===== config.mk =====
export PLATFORM = sky130hd
export DESIGN_NAME = pc_sequencer
export DESIGN_NICKNAME = d
export VERILOG_FILES = /design/src/rtl/pc_sequencer.sv
export SDC_FILE = /design/constraint.sdc
export NUM_CORES = 1
export LEC_CHECK = 0
export ABC_AREA = 1
export CELL_PAD_IN_SITES_DETAIL_PLACEMENT = 0
export CELL_PAD_IN_SITES_GLOBAL_PLACEMENT = 1
export CORE_ASPECT_RATIO = 1.75
export CORE_MARGIN = 8
export CORE_UTILIZATION = 28
export DETAILED_ROUTE_END_ITERATION = 8
export PLACE_DENSITY = 0.91
export SLEW_MARGIN = 20
export SYNTH_ARGS = -nofsm -noshare
export SYNTH_HDL_FRONTEND = slang
export SYNTH_SLANG_ARGS = --single-unit

===== constraint.sdc =====
create_clock -name clk -period 3.9 [get_ports clk]
set_input_delay 0.78 -clock clk [delete_from_list [all_inputs] [get_ports clk]]
set_output_delay 0.78 -clock clk [all_outputs]
set_load 0.02 [all_outputs]

===== src/rtl/pc_sequencer.sv =====
// Program-counter sequencer for the single-cycle MIPS datapath: PC register, next-PC
// candidates and mux select, with boot cycle, halt state, stall gating and a branch counter.
module pc_sequencer #(
  parameter logic [31:0] RESET_PC  = 32'h0000_0000,
  parameter int unsigned CNT_WIDTH = 16
) (
  input  logic                 clk,
  input  logic                 rst,
  input  logic                 en,
  input  logic                 branch,
  input  logic                 zero,
  input  logic                 jump,
  input  logic                 halt,
  input  logic [31:0]          imm,
  input  logic [25:0]          jump_index,
  input  logic [31:0]          next_pc,
  output logic [31:0]          pc,
  output logic [31:0]          pc_plus4,
  output logic [31:0]          pc_branch,
  output logic [31:0]          pc_jump,
  output logic [1:0]           pc_src,
  output logic                 instr_valid,
  output logic                 halted,
  output logic [CNT_WIDTH-1:0] branch_count
);

  typedef enum logic [1:0] {
    BOOT = 2'b00,
    RUN  = 2'b01,
    HALT = 2'b10
  } state_t;

  localparam logic [1:0] SRC_PLUS4  = 2'b00;
  localparam logic [1:0] SRC_BRANCH = 2'b01;
  localparam logic [1:0] SRC_JUMP   = 2'b10;

  localparam logic [CNT_WIDTH-1:0] CNT_MAX = '1;

  state_t state;

  // Candidate targets are valid in every state; the imm shift drops its top two bits.
  always_comb begin
    pc_plus4  = pc + 32'd4;
    pc_branch = pc_plus4 + (imm << 2);
    pc_jump   = {pc_plus4[31:28], jump_index, 2'b00};
  end

  // NOTE: pc_src gets a default before any condition so no path leaves it unassigned,
  // which would otherwise infer a latch.
  always_comb begin
    pc_src = SRC_PLUS4;
    if (state == RUN) begin
      if (jump)
        pc_src = SRC_JUMP;
      else if (branch && zero)
        pc_src = SRC_BRANCH;
    end
  end

  // NOTE: all state here uses non-blocking assignments so every register samples the
  // pre-edge values, independent of statement order.
  always_ff @(posedge clk or posedge rst) begin
    if (rst) begin
      state        <= BOOT;
      pc           <= RESET_PC;
      branch_count <= '0;
      instr_valid  <= 1'b0;
      halted       <= 1'b0;
    end else begin
      case (state)
        BOOT: begin
          state       <= RUN;
          instr_valid <= 1'b1;
        end
        RUN: begin
          if (en) begin
            if (halt) begin
              // The halt instruction's own address is kept for inspection.
              state       <= HALT;
              instr_valid <= 1'b0;
              halted      <= 1'b1;
            end else begin
              pc <= next_pc;
              if (pc_src == SRC_BRANCH && branch_count != CNT_MAX)
                branch_count <= branch_count + CNT_WIDTH'(1);
            end
          end
        end
        HALT: ;
        default: begin
          state       <= BOOT;
          instr_valid <= 1'b0;
          halted      <= 1'b0;
        end
      endcase
    end
  end

endmodule


# [Word level (Yosys, flattened, before mapping)]
# Cells that the tools add are included.
[totals] regBits=52 input_bits=97 out_inout_bits=148 word_cells=37
[classes] addsub=3 eq_ne=6 n_mux=12 bitwise_logic=3 n_reduce_logical=8
[op_table] operator="32-bit by 3-bit adder with 32-bit output, second input constant" n=1
[op_table] operator="32-bit adder" n=1
[op_table] operator="16-bit by 1-bit adder with 16-bit output, second input constant" n=1
[op_table] operator="16-bit inequality test, second input constant" n=1
[op_table] operator="3-bit AND reduction" n=3
[op_table] operator="2-bit two-way mux" n=4
[op_table] operator="2-bit one-hot mux with 3 select lines" n=1
[op_table] operator="1-bit two-way mux" n=5
[op_table] operator="2-bit by 1-bit equality test with 1-bit output, second input constant" n=2
[op_table] operator="2-bit inequality test, second input constant" n=2
[op_table] operator="4-bit AND reduction" n=1
[op_table] operator="1-bit inverter" n=3
[op_table] operator="1-bit one-hot mux with 3 select lines" n=1
[op_table] operator="2-bit equality test, second input constant" n=1
[op_table] operator="1-bit logical AND" n=2
[op_table] operator="2-bit zero test" n=1
[op_table] operator="1-bit one-hot mux with 2 select lines" n=1
[op_table] operator="2-bit OR reduction" n=1

# [Logic depth before layout (Yosys ltp)]
# Gate-level depths: netlist of the first run.
[depth] depth_word=7 ltp_mapped=21 ltp_nobuf=21

# [Worst setup path before layout of the first run]
# OpenSTA, ideal clock, no wires.
[synth_timing] path_type="flip-flop to output port" startpoint="reg pc[2]" endpoint="out pc_branch[28]" t_arrival_ns=2.861 required_ns=3.120 setup_slack_ns=0.259 path_stages_with_launch=17 path_cell_list="dfrtp_1 > inv_1 > nor2_4 > nand2_4 > nor2_8 > nand2_4 > nor2_4 > nand2_1 > xor2_1 > ha_1 > a21oi_1 > o21ai_0 > nand2_1 > nand2_1 > a21oi_1 > nand3_1 > nand2_1"
[synth_via] elab_chain_cells=2
[synth_rtl] element="start: declaration" line="17" source="output logic [31:0] pc,"
[synth_rtl] element="start signal: assignment" line="83" source="pc <= next_pc;"
[synth_rtl] element="32-bit by 3-bit adder with 32-bit output" line="43" source="pc_plus4 = pc + 32'd4;"
[synth_rtl] element="via pc_plus4[2]" line="18" source="output logic [31:0] pc_plus4,"
[synth_rtl] element="32-bit adder" line="44" source="pc_branch = pc_plus4 + (imm << 2);"
[synth_rtl] element="end: declaration" line="19" source="output logic [31:0] pc_branch,"
# The timed path passes the listed nets, and every way through them passes these cells.

# [Final worst setup path of the first run]
[layout_timing] startpoint="reg pc[7]" endpoint="out pc_branch[30]"
[layout_via] elab_chain_cells=2
[layout_rtl] element="32-bit by 3-bit adder with 32-bit output" line="43"
[layout_rtl] element="32-bit adder" line="44"
# Every way passes these cells.

==> tab_implementation.tex, run 1 <==
\begin{tabular}{lr}
\hline
Metric & Value \\
\hline
\multicolumn{2}{l}{\textbf{Status}} \\
\quad Run status & completed \\
\multicolumn{2}{l}{\textbf{Logic synthesis}} \\
\quad Sequential fraction of the synthesis area & 0.244 \\
\quad Number of warnings reported in the yosys synthesis log & 0 \\
\quad Synth Cell Area & 5220 um\^{}2 \\
\quad Share of synthesized flip-flops with an asynchronous set or reset & 1.00 \\
\quad Number of different library cells in the post-synthesis netlist & 36 \\
\quad Post-Synthesis Cells & 773 \\
\quad Total of flip-flops plus latches after synthesis & 51 \\
\quad Prevailing post-synth register cell & dfrtp\_1 \\
\quad Number of flops mapped to enable cells by yosys & 0 \\
\quad Average cell area after synthesis & 6.75 um\^{}2 \\
\multicolumn{2}{l}{\textbf{Placement}} \\
\quad Last weighted congestion value of the routability-driven placer & 0.880 \\
\quad Count of input and output buffers & 188 \\
\quad Post-Place Cell Area & 7920 um\^{}2 \\
\quad Detailed Place HPWL & 17,000 um \\
\quad Placed cells & 1,269 \\
\quad Pre-CTS setup slack & -0.213 ns \\
\multicolumn{2}{l}{\textbf{GRT}} \\
\quad Global-route wire length before repair & 30,400 um \\
\quad Number of global-route vias before repair & 6,194 \\
\quad Maximum number of pins on one net before global-route repair & 51 \\
\quad Antenna violations before repair & 0 \\
\quad Overflow left after global routing & 0 \\
\quad Global router's overall resource usage & 0.164 \\
\multicolumn{2}{l}{\textbf{Setup path}} \\
\quad Slowest cell delay on critical path & 0.42 ns \\
\quad Required @ worst endpoint & 3.12 ns \\
\quad Data arrival at the endpoint of the critical path & 3.07 ns \\
\quad Critical path's most frequent cell & nand2\_2 \\
\quad Kind of capture point of the worst setup path & primary output \\
\quad Type of the setup path with the least slack & reg -> out \\
\quad Reg-to-reg setup timing slack & 1.87 ns \\
\quad Top fanout value on the critical path & 4 \\
\quad Cell-by-cell listing of the critical path & nand2\_2 > buf\_6 > nor2\_4 > nand2\_4 > nor2\_8 > nand2\_4 > buf\_4 > nor2\_4 > xor2\_2 > ha\_1 > buf\_4 > a21o\_1 > a21oi\_2 > nand2\_2 > a21oi\_2 > nand2\_1 > nand2\_1 > nand2\_2 > buf\_6 \\
\quad Crit start category & flip-flop \\
\quad Crit path max-delay cell type & dfrtp\_1 \\
\multicolumn{2}{l}{\textbf{STA}} \\
\quad Post-layout min period & 3.85 ns \\
\quad Largest clock skew in the final design & 0.00420 ns \\
\quad Final slew viol count & 0 \\
\quad Max Freq & 260 MHz \\
\quad Worst rel slew slack & 0.367 \\
\quad Final number of hold-violating endpoints & 0 \\
\quad Setup violation total in the final timing report & 0 \\
\quad RSZ-0062 raised after global routing & yes \\
\quad PnR worst setup slack & 0.0477 ns \\
\quad Post-route fraction of the period consumed by the critical path & 0.988 \\
\quad Transition time at the pin with the least slew margin & 0.946 ns \\
\quad Final-layout worst hold slack & 0.527 ns \\
\quad Final-layout setup total negative slack & 0 ns \\
\multicolumn{2}{l}{\textbf{Clock network}} \\
\quad Clock root cell & clkbuf\_16 \\
\quad Hold buffer count at cts & 0 \\
\quad CTS tree & yes \\
\quad Insertion delay to the later sink of the worst-skew pair & 0.29 ns \\
\quad Number of buffers created by CTS & 5 \\
\quad Number of clock sinks & 51 \\
\quad Maximum clock insertion buffer count & 2 \\
\quad H-tree Lvls & 2 \\
\quad Clock-pin transition on the worst setup and hold timing paths & 0.07 ns \\
\multicolumn{2}{l}{\textbf{Routing}} \\
\quad WL per Instance & 15.5 um \\
\quad Final antenna-violating net count & 0 \\
\quad Final wirelength & 20,200 um \\
\quad Number of vias after detailed routing & 5,903 \\
\quad DR pass1 iterations & 4 \\
\quad Post-route DRC violation count & 0 \\
\quad Violation count after the first detailed-routing iteration & 210 \\
\quad Routed vias/inst & 4.52 \\
\multicolumn{2}{l}{\textbf{Layout}} \\
\quad Commonest cells after routing, fill and taps aside & 174 x nand2\_1, 164 x clkdlybuf4s50\_1, 139 x buf\_4 \\
\quad Most common cell after layout, fill and taps aside & nand2\_1 \\
\quad Share of post-route cells with drive strength above 1 & 0.327 \\
\quad Layout Nets & 1,199 \\
\quad Area added between synthesis and finish & 73.4\% \\
\quad Util after Layout & 0.492 \\
\quad Diode insertion count for antenna repair & 0 \\
\quad Number of standard cells in the final layout excluding fillers & 1,306 \\
\quad Post-route cell area & 9050 um\^{}2 \\
\multicolumn{2}{l}{\textbf{Floorplanning}} \\
\quad Area enclosed by the die boundary & 23,400 um\^{}2 \\
\quad Starting density of the core & 0.283 \\
\quad Die Y & 197 um \\
\quad Io pins & 245 \\
\quad Placeable core region & 18,400 um\^{}2 \\
\quad Number of standard-cell rows in the floorplan & 66 \\
\quad Die boundary width & 119 um \\
\multicolumn{2}{l}{\textbf{Power}} \\
\quad Leak pwr & 4.50 nW \\
\quad Power density of the placed cells & 164 nW/um\^{}2 \\
\quad Total Power Consumption & 1.48 mW \\
\quad Peak VDD IR & 0.271 mV \\
\multicolumn{2}{l}{\textbf{Worst hold path}} \\
\quad HP Class & reg -> reg \\
\multicolumn{2}{l}{\textbf{Run}} \\
\quad Max cap viols & 0 \\
\hline
\end{tabular}
## kinds of logic (layout without fill, tap and decap cells)
kind of cell | Yosys count | after routing | synth area share
AOI/OAI and AO/OA | 74 | 74 | 0.0743
adders and majority gates | 35 | 35 | 0.0853
buffers and inverters | 148 | 442 | 0.135
xor gates and xnor gates | 55 | 55 | 0.0937
and+or+nand+nor | 395 | 395 | 0.337
other | 1 | 2 | 0.000718
muxes | 14 | 14 | 0.0302
DFF | 51 | 51 | 0.244
## registers in the layout, indices dropped and copies added, names as in the netlist
register and cells:
halted 1, pc 32, branch_count 16, state 2
## where the power goes
group	total, mW	switching, mW	leakage [nW]	internal (mW)
registers	0.529	0	0.593	0.529
clock network	0.503	0.200	0.0838	0.303
logic	0.453	0.232	3.82	0.221
total	1.48	0.432	4.50	1.05
## repair_timing
item                                    in CTS  in global routing
pin swaps                                   14                 61
gates resized for setup                     83                161
setup buffers                               14                 16
endpoints found under the setup margin      23                 21
## worst paths after layout
path,from,depth (start not counted),endpoint
worst max register to register,branch_count[0]$_DFFE_PP0P_,8,branch_count[5]$_DFFE_PP0P_
min in group asynchronous,rst,2,pc[0]$_DFFE_PP0P_
max in group asynchronous,rst,3,pc[8]$_DFFE_PP0P_
worst min register to register,state[0]$_DFFE_PP0P_,1,state[1]$_DFFE_PP0P_
worst min-delay path,state[0]$_DFFE_PP0P_,1,state[1]$_DFFE_PP0P_
worst max-delay path,pc[7]$_DFFE_PP0P_,19,pc_branch[30]
## final cells by class
cell class | instances | area (um^2)
clock inverters | 3 | 43.8
fillers | 1769 | 9360
multi-input cells | 575 | 3990
inverters | 105 | 394
clock buffers | 5 | 125
repair buffers | 329 | 2930
well taps | 238 | 298
flip-flops and latches | 51 | 1280
## critical path: cells and delay by family (launching register included)
kind / cells / cell delay, ns
and+or+nand+nor: 10 / 0.86
buffers and inverters: 4 / 0.58
AOI/OAI and AO/OA: 3 / 0.48
DFF: 1 / 0.42
adders and majority gates: 1 / 0.29
xor gates and xnor gates: 1 / 0.17
## cells in the mapped netlist (5+ instances only)
cell type | instances | area [um^2]
ha_1 | 34 | 425
xor2_1 | 46 | 403
nand4_1 | 15 | 93.8
nand3_1 | 35 | 175
o21ai_0 | 13 | 65.1
nor2_1 | 83 | 312
inv_1 | 101 | 379
nand2_2 | 6 | 37.5
mux2_2 | 14 | 158
nor2_4 | 9 | 101
a21oi_1 | 50 | 250
dfrtp_1 | 51 | 1280
nand2_1 | 215 | 807
xnor2_1 | 8 | 70.1
nor3_1 | 15 | 75.1
buf_4 | 36 | 270
nor2_2 | 5 | 31.3
## per-layer routing
metal,wire [um],part of all wire,vias to the layer above,GRT usage
li1,-,-,2975,-
met1,6380,0.32,2747,0.136
met2,11800,0.58,128,0.334
met3,977,0.048,53,0.0332
met4,1090,0.054,0,0.112
met5,0,0,-,0
Power figures use the tool's default switching activity.
==> inputs of run 2 (changes only) <==
==> constraint.sdc (replaced) <==
create_clock -name clk -period 3.9 [get_ports clk]
set_input_delay 0.78 -clock clk [delete_from_list [all_inputs] [get_ports clk]]
set_output_delay 0.78 -clock clk [all_outputs]
set_load 0.05 [all_outputs]
==> run 2 against run 1 <==
Against the previous run: the run now ends with setup timing left; clock power is 12% higher; register-to-register slack better by 0.05 ns; count of clock-buffer cells in the layout stayed put; clock skew is 0.0021 ns higher; via count is 4.9% lower; die area stayed put; hold slack worse by 0.0073 ns; sequential share of layout area is 0.053 points higher; cell area is 0.90% higher; sequential power hardly changed; routed wire length is 0.56% lower; largest power group is now combinational logic.
==> tab_implementation.tex, run 2 (synthesis results as in run 1) <==
\begin{tabular}{lr}
\hline
Metric & Value \\
\hline
\multicolumn{2}{l}{\textbf{GRT}} \\
\quad Overflow left after global routing & 0 \\
\quad Antenna violations before repair & 0 \\
\quad GR met3 Demand/Resource & 0.0298 \\
\quad Global-route wire length before repair & 30,400 um \\
\quad Met2 global-route usage & 0.343 \\
\quad Global route hottest layer & met2 \\
\quad Maximum number of pins on one net before global-route repair & 51 \\
\quad Met1 track utilization from global routing & 0.140 \\
\quad Number of global-route vias before repair & 5,879 \\
\quad Global router's overall resource usage & 0.165 \\
\multicolumn{2}{l}{\textbf{Placement}} \\
\quad Placed cells & 1,181 \\
\quad Last weighted congestion value of the routability-driven placer & 0.928 \\
\quad Count of input and output buffers & 188 \\
\quad Post-Place Cell Area & 8240 um\^{}2 \\
\quad Detailed Place HPWL & 17,000 um \\
\multicolumn{2}{l}{\textbf{Routing}} \\
\quad Routed vias/inst & 4.60 \\
\quad Final antenna-violating net count & 0 \\
\quad Violation count after the first detailed-routing iteration & 184 \\
\quad Number of vias after detailed routing & 5,616 \\
\quad Final wirelength & 20,100 um \\
\quad WL per Instance & 16.5 um \\
\quad Post-route DRC violation count & 0 \\
\quad DR pass1 iterations & 4 \\
\multicolumn{2}{l}{\textbf{Layout}} \\
\quad Flip-flop count of the largest register, all copies and words added & 32 \\
\quad Diode insertion count for antenna repair & 0 \\
\quad Registers with the most flip-flops & pc (32), branch\_count (16), state (2) \\
\quad Filler cells & 1,769 \\
\quad Share of post-route cells with drive strength above 1 & 0.310 \\
\quad Most common cell after layout, fill and taps aside & nand2\_1 \\
\quad Largest register by flop count & pc \\
\quad Area added between synthesis and finish & 75.0\% \\
\quad Post-route cell area & 9140 um\^{}2 \\
\quad Number of standard cells in the final layout excluding fillers & 1,220 \\
\quad Layout Nets & 1,113 \\
\quad Commonest cells after routing, fill and taps aside & 168 x nand2\_1, 158 x clkdlybuf4s50\_1, 93 x inv\_1 \\
\multicolumn{2}{l}{\textbf{STA}} \\
\quad Post-route fraction of the period consumed by the critical path & 1.01 \\
\quad RSZ-0062 raised after global routing & yes \\
\quad Final number of hold-violating endpoints & 0 \\
\quad Largest clock skew in the final design & 0.00629 ns \\
\quad PnR worst setup slack & -0.0382 ns \\
\quad Transition time at the pin with the least slew margin & 0.936 ns \\
\quad Worst rel slew slack & 0.374 \\
\quad Setup violation total in the final timing report & 4 \\
\quad Final slew viol count & 0 \\
\quad Max Freq & 254 MHz \\
\quad Final-layout worst hold slack & 0.520 ns \\
\quad Post-layout min period & 3.94 ns \\
\multicolumn{2}{l}{\textbf{Clock network}} \\
\quad Clock root cell & clkbuf\_16 \\
\quad CTS tree & yes \\
\quad Maximum clock insertion buffer count & 2 \\
\quad Number of buffers created by CTS & 5 \\
\quad Clock-pin transition on the worst setup and hold timing paths & 0.07 ns \\
\quad H-tree Lvls & 2 \\
\quad Insertion delay to the later sink of the worst-skew pair & 0.29 ns \\
\quad Number of clock sinks & 51 \\
\multicolumn{2}{l}{\textbf{Setup path}} \\
\quad Data arrival at the endpoint of the critical path & 3.16 ns \\
\quad CP startpoint & pc[2]\$\_DFFE\_PP0P\_ \\
\quad Worst r2r src & branch\_count[0]\$\_DFFE\_PP0P\_ \\
\quad Top fanout value on the critical path & 4 \\
\quad Reg-to-reg endpoint & branch\_count[4]\$\_DFFE\_PP0P\_ \\
\quad Type of the setup path with the least slack & reg -> out \\
\quad Crit start category & flip-flop \\
\quad Worst reg-to-reg path cell count & 8 \\
\quad Required @ worst endpoint & 3.12 ns \\
\quad Kind of capture point of the worst setup path & primary output \\
\quad Reg-to-reg setup timing slack & 1.92 ns \\
\multicolumn{2}{l}{\textbf{Floorplanning}} \\
\quad Die boundary width & 119 um \\
\quad Io pins & 245 \\
\quad Number of standard-cell rows in the floorplan & 66 \\
\quad Die Y & 197 um \\
\quad Area enclosed by the die boundary & 23,400 um\^{}2 \\
\quad Placeable core region & 18,400 um\^{}2 \\
\quad Starting density of the core & 0.283 \\
\multicolumn{2}{l}{\textbf{Status}} \\
\quad Run status & finished with violations \\
\quad Violated checks & setup timing \\
\multicolumn{2}{l}{\textbf{Worst hold path}} \\
\quad HP Class & reg -> reg \\
\quad Endpoint of the worst hold path & state[1]\$\_DFFE\_PP0P\_ \\
\quad Worst hold start & state[0]\$\_DFFE\_PP0P\_ \\
\quad Hold depth & 1 \\
\multicolumn{2}{l}{\textbf{Power}} \\
\quad Total Power Consumption & 1.71 mW \\
\quad Leak pwr & 4.24 nW \\
\quad Power density of the placed cells & 187 nW/um\^{}2 \\
\quad Peak VDD IR & 0.244 mV \\
\multicolumn{2}{l}{\textbf{Run}} \\
\quad Max cap viols & 0 \\
\hline
\end{tabular}
## run 2: cell types whose count changed in the layout (fill, tap and decap cells not counted), sizes merged
cell           delta
dlygate4sd2       -6
clkbuf            -3
clkdlybuf4s50     -6
inv               -1
bufinv            +1
clkinvlp          +2
clkinv            -2
buf              -71
## run 2: metal layers
| layer | vias to the layer above | part of all wire |
|---|---|---|
| met5 | - | 0 |
| met4 | 0 | 0.058 |
| met3 | 68 | 0.047 |
| met2 | 147 | 0.58 |
| met1 | 2590 | 0.32 |
| li1 | 2811 | - |
## run 2: power by group
| group | internal [mW] | switching (mW) |
|---|---|---|
| clock network | 0.368 | 0.197 |
| registers | 0.529 | 0 |
| logic | 0.283 | 0.330 |
| total | 1.18 | 0.527 |
## run 2: area by class of cell
| cell class | count | area (um^2) | area share |
|---|---|---|---|
| clock buffer | 5 | 125 | 0.0137 |
| clock inverter | 3 | 67.6 | 0.00740 |
| inverter | 105 | 398 | 0.0436 |
| multi-input combinational | 575 | 4380 | 0.479 |
| sequential | 51 | 1290 | 0.141 |
| tap | 238 | 298 | 0.0326 |
| timing repair buffer | 243 | 2580 | 0.282 |
## run 2: worst max path at each step
stage	end	slack (ns)	depth (start not counted)
3_3_place_gp	pc_branch[29]	0.12	18
5_1_grt	pc_branch[29]	-0.21	18
4_1_cts	pc_branch[31]	-0.05	18
6_report	pc_branch[29]	-0.04	18
3_5_place_dp	pc_branch[29]	0.07	18
2_1_floorplan	pc_branch[16]	-0.13	12
## run 2: worst max-delay path, cell delays in order, from the launching register on
cell,delay [ns]
dfrtp_2,0.45
ha_4,0.16
nand2_4,0.04
nor2_4,0.14
nand2_2,0.10
nor2_4,0.17
nand4_1,0.23
xnor2_4,0.29
ha_4,0.27
nand2_2,0.07
nand2_2,0.07
o21bai_4,0.18
nand2_1,0.06
nand2_1,0.06
a21oi_2,0.17
nand2_1,0.11
nand2_2,0.09
nand2_4,0.05
buf_12,0.14
## run 2: what timing repair did
item                                   4_1_cts  5_1_grt
pin swaps                                    7       42
setup endpoints to repair                   15       18
gates cloned                                 0        0
hold buffers                                 0        0
setup buffers                               14       17
gates resized for setup                     28       84
endpoints found under the hold margin        0        0
## run 2: per-stage QoR
stage                util  setup WS, ns  setup TNS (ns)
floorplan               -        -0.135           -1.42
global placement    0.447         0.117               0
detailed placement  0.447        0.0747               0
CTS                 0.472       -0.0513          -0.200
global route        0.496        -0.212           -1.91
finish              0.496       -0.0382         -0.0735
